[src/rtl/fixedpoint_addsub_acc.sv]
`default_nettype none
// ============================================================================
// Module      : fixedpoint_addsub_acc
// Description : Two-stage sign-magnitude fixed-point add/sub/accumulate unit
//               with valid/ready handshake and saturate-or-wrap overflow.
// Revision    : 1.0 - initial release
// ============================================================================
module fixedpoint_addsub_acc #(
    parameter int N   = 16,
    parameter int Q   = 8,
    parameter bit SAT = 1'b1
) (
    input  logic         i_clk,
    input  logic         i_rst,
    input  logic         i_valid,
    output logic         o_ready,
    input  logic [1:0]   i_op,
    input  logic [N-1:0] i_a,
    input  logic [N-1:0] i_b,
    output logic         o_valid,
    input  logic         i_ready,
    output logic [N-1:0] o_c,
    output logic         o_ovf,
    output logic [N-1:0] o_acc
);

    localparam logic [1:0]   c_OP_ADD   = 2'b00;
    localparam logic [1:0]   c_OP_SUB   = 2'b01;
    localparam logic [1:0]   c_OP_ACC   = 2'b10;
    localparam logic [N-2:0] c_MAG_ONES = {(N-1){1'b1}};

    // The fractional-bit count never affects the arithmetic; it only has to be legal.
    if (N < 3 || Q < 0 || Q > N - 2) begin : g_param_check
    end

    logic         w_en;
    logic         r_s1_valid;
    logic [1:0]   r_s1_op;
    logic [N-1:0] r_s1_a;
    logic [N-1:0] r_s1_b;
    logic         r_s2_valid;
    logic [N-1:0] r_c;
    logic         r_ovf;
    logic [N-1:0] r_acc;

    logic [N-1:0] w_x;
    logic [N-1:0] w_y;
    logic [N-2:0] w_ma;
    logic [N-2:0] w_mb;
    logic         w_sa;
    logic         w_sb;
    logic [N-1:0] w_sum;
    logic [N-2:0] w_mag;
    logic         w_sign;
    logic         w_ovf;
    logic [N-1:0] w_c;

    always_comb begin
        w_en    = !r_s2_valid || i_ready;
        o_ready = w_en && !i_rst;
    end

    always_ff @(posedge i_clk) begin
        if (i_rst) begin
            r_s1_valid <= 1'b0;
            r_s1_op    <= 2'b00;
            r_s1_a     <= '0;
            r_s1_b     <= '0;
        end else if (w_en) begin
            r_s1_valid <= i_valid && o_ready;
            r_s1_op    <= i_op;
            r_s1_a     <= i_a;
            r_s1_b     <= i_b;
        end
    end

    // Operand select; a load is evaluated as a + (+0), which yields a with no overflow.
    always_comb begin
        w_x = r_s1_a;
        w_y = '0;
        case (r_s1_op)
            c_OP_ADD: w_y = r_s1_b;
            c_OP_SUB: w_y = {~r_s1_b[N-1], r_s1_b[N-2:0]};
            c_OP_ACC: begin
                w_x = r_acc;
                w_y = r_s1_a;
            end
            default:  w_y = '0;
        endcase
    end

    always_comb begin
        w_ma   = w_x[N-2:0];
        w_mb   = w_y[N-2:0];
        w_sa   = w_x[N-1] && (|w_ma);
        w_sb   = w_y[N-1] && (|w_mb);
        w_sum  = {1'b0, w_ma} + {1'b0, w_mb};
        w_ovf  = 1'b0;
        w_mag  = '0;
        w_sign = 1'b0;
        if (w_sa == w_sb) begin
            w_ovf  = w_sum[N-1];
            w_mag  = (w_sum[N-1] && SAT) ? c_MAG_ONES : w_sum[N-2:0];
            w_sign = w_sa;
        end else if (w_ma >= w_mb) begin
            w_mag  = w_ma - w_mb;
            w_sign = w_sa;
        end else begin
            w_mag  = w_mb - w_ma;
            w_sign = w_sb;
        end
        // Zero magnitude (including a wrapped carry) is always emitted as +0.
        w_c = {w_sign && (|w_mag), w_mag};
    end

    always_ff @(posedge i_clk) begin
        if (i_rst) begin
            r_s2_valid <= 1'b0;
            r_c        <= '0;
            r_ovf      <= 1'b0;
            r_acc      <= '0;
        end else if (w_en) begin
            r_s2_valid <= r_s1_valid;
            if (r_s1_valid) begin
                r_c   <= w_c;
                r_ovf <= w_ovf;
                if (r_s1_op[1]) begin
                    r_acc <= w_c;
                end
            end
        end
    end

    assign o_valid = r_s2_valid;
    assign o_c     = r_c;
    assign o_ovf   = r_ovf;
    assign o_acc   = r_acc;

endmodule
`default_nettype wire

[config.mk]
export PLATFORM = sky130hd
export DESIGN_NAME = fixedpoint_addsub_acc
export DESIGN_NICKNAME = d
export VERILOG_FILES = /design/src/rtl/fixedpoint_addsub_acc.sv
export SDC_FILE = /design/constraint.sdc
export NUM_CORES = 1
export LEC_CHECK = 0
export ABC_AREA = 1
export BUFFER_PORTS_ARGS = -buffer_cell sky130_fd_sc_hd__buf_2
export CAP_MARGIN = 30
export CELL_PAD_IN_SITES_DETAIL_PLACEMENT = 1
export CELL_PAD_IN_SITES_GLOBAL_PLACEMENT = 1
export CORE_MARGIN = 2
export CORE_UTILIZATION = 41
export DETAILED_ROUTE_END_ITERATION = 12
export PLACE_DENSITY = 0.86
export SLEW_MARGIN = 20
export SYNTH_ARGS = -nofsm -noshare
export SYNTH_HDL_FRONTEND = slang
export SYNTH_SLANG_ARGS = --single-unit
[constraint.sdc]
create_clock -name i_clk -period 3.2 [get_ports i_clk]
set_input_delay 0.32 -clock i_clk [delete_from_list [all_inputs] [get_ports i_clk]]
set_output_delay 0.32 -clock i_clk [all_outputs]
set_load 0.02 [all_outputs]
==> reports/metrics.cfg, run 1 <==
[outcome]
status=aborted with a tool error
stop_stage=5_1_grt
firstError=[ERROR GRT-0232] Routing congestion too high. Check the congestion heatmap in the GUI.

[clocking]
cts_buffers=9
clock_path_buffers=2
ctsHoldBuffers=0
cts_num_sinks=69
cts_root_buf=clkbuf_16
cts-htree-levels=3

[floorplanning]
io_pins=73
initial_core_util_pct=42.0
die_h_um=129
std_cell_rows=45
die_w_um=129

[synthesis]
synth-simple-area-share_pct=39.4
yosys_register_bits=69
synth_xor_area_share_pct=2.32
synth.top_cell.area_share_pct=21.6
synth_top_cell_by_area=nand2_1
netlist_instances=1137
syn_nets=1224
seq_area_frac_synth_pct=21.5
avgSynthCellArea_um2=5.64
synth-compound-area-share_pct=13.0
synth_fa_ha_area_share_pct=9.91
synth_top_family_by_area=simple AND/OR/NAND/NOR gates
synthMuxAreaShare_pct=0
syn_area_um2=6410
synth_cell_types=29
ys_warn_count=0
synth_area_leaders=nand2_1, dfxtp_1, inv_1

[timing]
grt-worst-endpoint=o_acc[15]$_SDFFE_PP0P_/D
worst-ep-kind=sequential cell input

[grt]
grt_usage_pct=62.3
overflow=3
grt_max_degree=56

[placed_design]
port_buffers=72
place_area_um2=8030
place_hpwl_mm=24.0
globalplace.congestion=1.08
place_inst=1529

logic make-up after synthesis:
logic type | after synthesis
AND/OR/NAND/NOR | 622
AO/OA/AOI/OAI | 161
flip-flops | 69
buffers and inverters | 219
XOR/XNOR | 17
adder cells (fa/ha/maj) | 49
synth_stat cells, drive strengths merged:
cell type and n:
dfxtp 69, a21oi 68, xor2 16, xnor2 1, inv 171, o21ai 81, clkinv 2, o21bai 9
nand3 93, buf 25, and3 1, nor3 2, nand3b 4, nand2 374, nand4 12, nor2 134
clkbuf 21, ha 46, o211ai 1, o22ai 1, and2 2, a21boi 1, fa 3
through the flow:
stage	hold slack [ps]	setup slack, ps	utilization (%)	TNS (ps)
after floorplan	444	244	-	0
after global placement	468	-278	52.7	-2140
after detailed placement	474	-384	52.7	-5010
after CTS	230	0.0147	56.6	0
layer usage:
| metal | global-route usage [%] | overflow |
|---|---|---|
| met1 | 65.3 | 0 |
| met2 | 87.1 | 2 |
| met3 | 34.6 | 0 |
| met4 | 58.7 | 1 |
| met5 | 5.29 | 0 |
what timing repair did:
action	in CTS
buffers inserted	8
cloned	2
pin swaps	18
gates resized for setup	68
setup endpoints to repair	30
==> inputs of run 2 (changes only) <==
--- a/config.mk
+++ b/config.mk
@@ -8,12 +8,10 @@
 export ABC_AREA = 1
 export BUFFER_PORTS_ARGS = -buffer_cell sky130_fd_sc_hd__buf_2
 export CAP_MARGIN = 30
-export CELL_PAD_IN_SITES_DETAIL_PLACEMENT = 1
-export CELL_PAD_IN_SITES_GLOBAL_PLACEMENT = 1
 export CORE_MARGIN = 2
-export CORE_UTILIZATION = 41
+export CORE_UTILIZATION = 35
 export DETAILED_ROUTE_END_ITERATION = 12
-export PLACE_DENSITY = 0.86
+export PLACE_DENSITY_LB_ADDON = 0.15
 export SLEW_MARGIN = 20
 export SYNTH_ARGS = -nofsm -noshare
 export SYNTH_HDL_FRONTEND = slang
==> run 2 against run 1 <==
The flow now finishes without violations. Synthesized area stayed put. Synthesized cell count is the same.
==> reports/metrics.cfg, run 2 <==
[power]
p_leak_nw=4.99
swShare_pct=42.3
power.switching_w=0.00189
ir_drop_v=0.000349
p_per_area_nw_per_um2=501
p_seq_share_pct=21.5
pwr-share-clk_pct=22.2
p_comb_share_pct=56.3
p_int_w=0.00258
finalPower_w=0.00447

[critical_path]
start_kind=flip-flop
worstSetupEndpointType=flip-flop
startpoint=r_s1_op[1]
crit_buf_inv=6
timing.rr.start=r_s1_op[1]
arrival_ps=3290
critPathKind=flip-flop to flip-flop
crit_family=simple AND/OR/NAND/NOR gates
max_stage_delay_ps=420
crit_chain=buf_8, buf_4, nand3_1, nand2_2, inv_1, ha_2, fa_2, inv_2, nand3_1, nand3_2, buf_4, buf_4, xor2_1, nand2_1, nand2_1, nand2_1, nand2_1, nor2_1, nand2_1, nor2_1, nand2_1, nand2_2, a21oi_1
cp.required_ps=3460
critPathMaxFanout=6
cpMostUsedCell=nand2_1
cp_slowest_cell=dfxtp_4

[final_layout]
nets=1425
multi_input_area_um2=4610
syn_to_final_growth_pct=39.2
final_cell_mix=nand2_1, inv_1, buf_4, nor2_1, nand3_1
final_common_cell=nand2_1
layoutNonFillerInstCount=1572
regArea_um2=1390
fillers=1909
antenna_cells=0
drive_above_1_share_pct=27.1

[grt]
grt_max_degree=56
overflow=0
grt_pass1_vias=7101
grt_pass1_wl_mm=38.1
antenna_found_initial=0
grt_usage_pct=24.9

[floorplanning]
core-area_um2=18000
die_w_um=139
io_pins=73
die_h_um=139
std_cell_rows=49
die_area_um2=19400
initial_core_util_pct=35.7

[placed_design]
globalplace.congestion=1.13
place_inst=1543
place_hpwl_mm=20.5
port_buffers=72

[routing]
dr.pass1.iters=6
via_per_inst=4.92
wire_per_inst_um=15.9
wl_met1_mm=11.4
wl_mm=25.0
routed.top_layer=met4
num_vias=7734
antenna_left=0
drc=0
initialDrtViolationCount=490
wl_met2_mm=11.1
wl_met3_mm=1.17

[clocking]
clock_path_buffers=2
cts-htree-levels=3
cts_tree=done
cts_root_buf=clkbuf_16
ctsHoldBuffers=0
cts_num_sinks=69
path_clk_slew_ps=60
worstSkewPairLatency_ps=330
cts_buffers=9

[outcome]
status=finished, final reports clean

[timing]
setup_viol=0
finalHoldViolations=0
fin_skew_ps=8.10
drv_slew=0
final.setup.tns_ps=0
slew_headroom_pct=53.8
worstMarginPinSlew_ps=689
maxClockFrequency_mhz=330
period_needed_ps=3030
post-route-period-util_pct=94.6

[synthesis]
avgSynthCellArea_um2=5.64
synth.top_cell.area_share_pct=21.6
ys_warn_count=0
syn_nets=1224
synth.most_common_cell=nand2_1
async_reset_ff_share_pct=0
synth_cell_types=29
synthTopCellsByCount=nand2_1, inv_1, nor2_1, nand3_1, o21ai_0
ys.flop_type=dfxtp_1
syn_area_um2=6410
netlist_instances=1137
synth_area_leaders=nand2_1, dfxtp_1, inv_1
yosys_register_bits=69
synth_top_cell_by_area=nand2_1
synth_edf_count=0
seq_area_frac_synth_pct=21.5

[worst_hold_path]
min_from=i_b[3]
hold_class=input port to flip-flop

[job]
max_cap_viol_count=0

[run 2: worst paths after layout]
path,end,slack [ps],cells past startpoint
max,o_acc[15],170,23
min,r_s1_b[3],240,3
max reg2reg,o_acc[15],170,23
min reg2reg,r_s1_a[15],480,2
[run 2: metrics by stage]
step / hold WS, ps / cell area (um^2) / util, % / setup WS (ps)
finish: 238 / 8930 / 49.7 / 172
global route: 255 / 8930 / 49.7 / -38.8
global placement: 461 / 7980 / 44.4 / -124
detailed placement: 464 / 7980 / 44.4 / -215
CTS: 237 / 8290 / 46.2 / 39.9
floorplan: 444 / 6410 / - / 244
[run 2: power by group through the flow]
stage	registers [W]	clock network (W)	logic, W
after floorplan	0.00101	0	0.00118
after global placement	0.000979	0	0.00226
after detailed placement	0.000979	0	0.00224
after CTS	0.000961	0.00102	0.00226
after global routing	0.000971	0.00104	0.00274
final	0.000964	0.000991	0.00252
[run 2: per-layer routing]
metal / up-vias / GRT usage (%)
met1: 3507 / 33.6
li1: 3927 / -
met5: - / 0
met4: 0 / 12.8
met2: 239 / 39.5
met3: 61 / 2.34
[run 2: final cells by class]
class / instances / share of cell area, %
clock buffer: 10 / 2.68
timing repair buffer: 236 / 19.0
tap: 229 / 3.21
multi-input combinational: 849 / 51.6
clock inverter: 6 / 0.687
sequential: 69 / 15.5
inverter: 173 / 7.33
[run 2: logic make-up after synthesis]
group           after synthesis  synth area share (%)
xor+xnor                     17                  2.32
flops                        69                  21.5
buf+inv                     219                  13.8
simple gates                622                  39.4
compound gates              161                  13.0
fa+ha+maj                    49                  9.91
[run 2: worst min-delay path, cell delays in order]
cell and delay, ps:
buf_2 70, o21ai_0 70, nor2_1 70
[run 2: timing repair]
action	4_1_cts	5_1_grt
gates cloned	0	3
setup endpoints to repair	23	29
pin swaps	0	24
setup buffers	0	9
resized for setup	6	124
Power figures use the tool's default switching activity.
==> inputs of run 3 (changes only) <==
--- a/config.mk
+++ b/config.mk
@@ -9,7 +9,7 @@
 export BUFFER_PORTS_ARGS = -buffer_cell sky130_fd_sc_hd__buf_2
 export CAP_MARGIN = 30
 export CORE_MARGIN = 2
-export CORE_UTILIZATION = 35
+export CORE_UTILIZATION = 45
 export DETAILED_ROUTE_END_ITERATION = 12
 export PLACE_DENSITY_LB_ADDON = 0.15
 export SLEW_MARGIN = 20
==> constraint.sdc (replaced) <==
create_clock -name i_clk -period 3 [get_ports i_clk]
set_input_delay 0.3 -clock i_clk [delete_from_list [all_inputs] [get_ports i_clk]]
set_output_delay 0.3 -clock i_clk [all_outputs]
set_load 0.02 [all_outputs]
==> run 3 against run 2 <==
The run now ends with negative setup slack left. Non-clock buffer count grew 57. Clock skew shrank 2.5 ps. Global-route usage grew 7.3 points. Fmax shrank 2.1%. Routed wire length grew 6.8%. First-iteration DRC count grew 54%.
==> reports/metrics.cfg, run 3 (synthesis gave the netlist of run 2 again) <==
[clocking]
cts_num_sinks=69
cts_root_buf=clkbuf_16
cts-htree-levels=3
path_clk_slew_ps=60
worstSkewPairLatency_ps=340
clock_path_buffers=2
cts_tree=done
cts_buffers=9

[floorplanning]
die_w_um=123
die_h_um=123
io_pins=73
die_area_um2=15200
core-area_um2=13900
std_cell_rows=43
initial_core_util_pct=46.2

[job]
max_cap_viol_count=0

[routing]
dr.pass1.iters=6
wl_mm=26.6
num_vias=8509
via_per_inst=5.39
drc=0
antenna_left=0
initialDrtViolationCount=753
wire_per_inst_um=16.9

[timing]
setup_viol=3
post-route-period-util_pct=103
maxClockFrequency_mhz=323
slew_headroom_pct=48.4
worstMarginPinSlew_ps=770
rsz0062_at_grt=true
drv_slew=0
worst_hold_slack_ps=209
setup_ws_ps=-91.9
finalHoldViolations=0
final.setup.tns_ps=-176
period_needed_ps=3090
fin_skew_ps=5.59

[placed_design]
place_inst=1525
globalplace.congestion=0.994
port_buffers=72
place_ws_ps=-347
place_hpwl_mm=19.4

[critical_path]
worstSetupEndpointType=flip-flop
cp_slowest_cell=dfxtp_4
start_kind=flip-flop
cpMostUsedCell=nand2_1
crit_family=simple AND/OR/NAND/NOR gates
crit_buf_inv=4
critPathMaxFanout=7
crit_chain=buf_6, nor2_4, buf_6, nand2_1, nand2_2, ha_4, buf_6, a21oi_4, o21ai_2, buf_4, nand2_1, nand3_1, nand2_1, nand2_2, nand2_2, nand2_1, nand3_1, nand2_2, nor2_2, nand2_1, nor2_1, nand2_1, nand2_2, a21oi_1
max_stage_delay_ps=360
critPathKind=flip-flop to flip-flop
arrival_ps=3300
cp.required_ps=3210

[power]
ir_drop_v=0.000444
p_per_area_nw_per_um2=545
p_leak_nw=5.48

[final_layout]
final_common_cell=nand2_1
final_cell_mix=nand2_1, buf_4, inv_1, nor2_1, nand2_2
antenna_cells=0
syn_to_final_growth_pct=57.1
nets=1482
drive_above_1_share_pct=38.6
layoutNonFillerInstCount=1580

[grt]
grt_usage_pct=32.2
grt_max_degree=56
antenna_found_initial=0
overflow=0
grt_pass1_wl_mm=37.3
grt_pass1_vias=7576

[outcome]
status=complete, but fails checks
violations=negative setup slack

[worst_hold_path]
hold_class=input port to flip-flop

==> run 3: timing repair <==
action                                  4_1_cts  5_1_grt
setup buffers                                 5       28
endpoints found under the setup margin       28       28
hold buffers                                  0        0
gates cloned                                  3        3
pin swaps                                    14       99
resized for setup                            71      262
==> run 3: through the flow <==
step	util [%]	total power, W	area [um^2]
3_3_place_gp	58.8	0.00346	8160
3_5_place_dp	58.8	0.00348	8160
5_1_grt	72.6	0.00575	10100
6_report	72.6	0.00549	10100
4_1_cts	63.7	0.00476	8840
2_1_floorplan	-	0.00233	6410
==> run 3: worst register-to-register path: stages (launching register included) <==
cell     delay (ps)
dfxtp_4         360
buf_6           130
nor2_4          270
buf_6           160
nand2_1          50
nand2_2         110
ha_4            240
buf_6           140
a21oi_4         160
o21ai_2          90
buf_4           160
nand2_1          80
nand3_1          70
nand2_1          90
nand2_2         100
nand2_2         100
nand2_1          70
nand3_1          80
nand2_2          70
nor2_2           80
nand2_1          50
nor2_1           90
nand2_1          80
nand2_2          80
a21oi_1          70
==> run 3: layer usage <==
| metal | vias up | track usage [%] | share of wire (%) |
|---|---|---|---|
| met4 | 0 | 18.4 | 5.9 |
| met1 | 3897 | 40.9 | 40 |
| met3 | 122 | 3.87 | 7.8 |
| met2 | 452 | 52.5 | 46 |
| met5 | - | 0 | 0 |
| li1 | 4038 | - | - |
==> run 3: where the power goes <==
| part | switching, W | internal [W] |
|---|---|---|
| clock | 0.000424 | 0.000731 |
| combinational | 0.00188 | 0.00142 |
| sequential | 0.0000470 | 0.000985 |
| total | 0.00235 | 0.00314 |
==> run 3: worst paths after layout <==
path	endpoint	slack [ps]	startpoint	cells past startpoint
min	r_s1_b[10]	210	i_b[10]	3
min reg2reg	r_s1_a[12]	480	r_s1_a[12]	2
max	o_acc[15]	-90	r_s1_op[0]	24
max reg2reg	o_acc[15]	-90	r_s1_op[0]	24
==> run 3: final cells by class <==
class | instances | area (um^2)
Multi-Input combinational cell | 849 | 5250
Fill cell | 1131 | 3810
Timing Repair Buffer | 293 | 2220
Sequential cell | 69 | 1390
Inverter | 173 | 664
Clock buffer | 9 | 225
Tap cell | 180 | 225
Clock inverter | 7 | 98.8
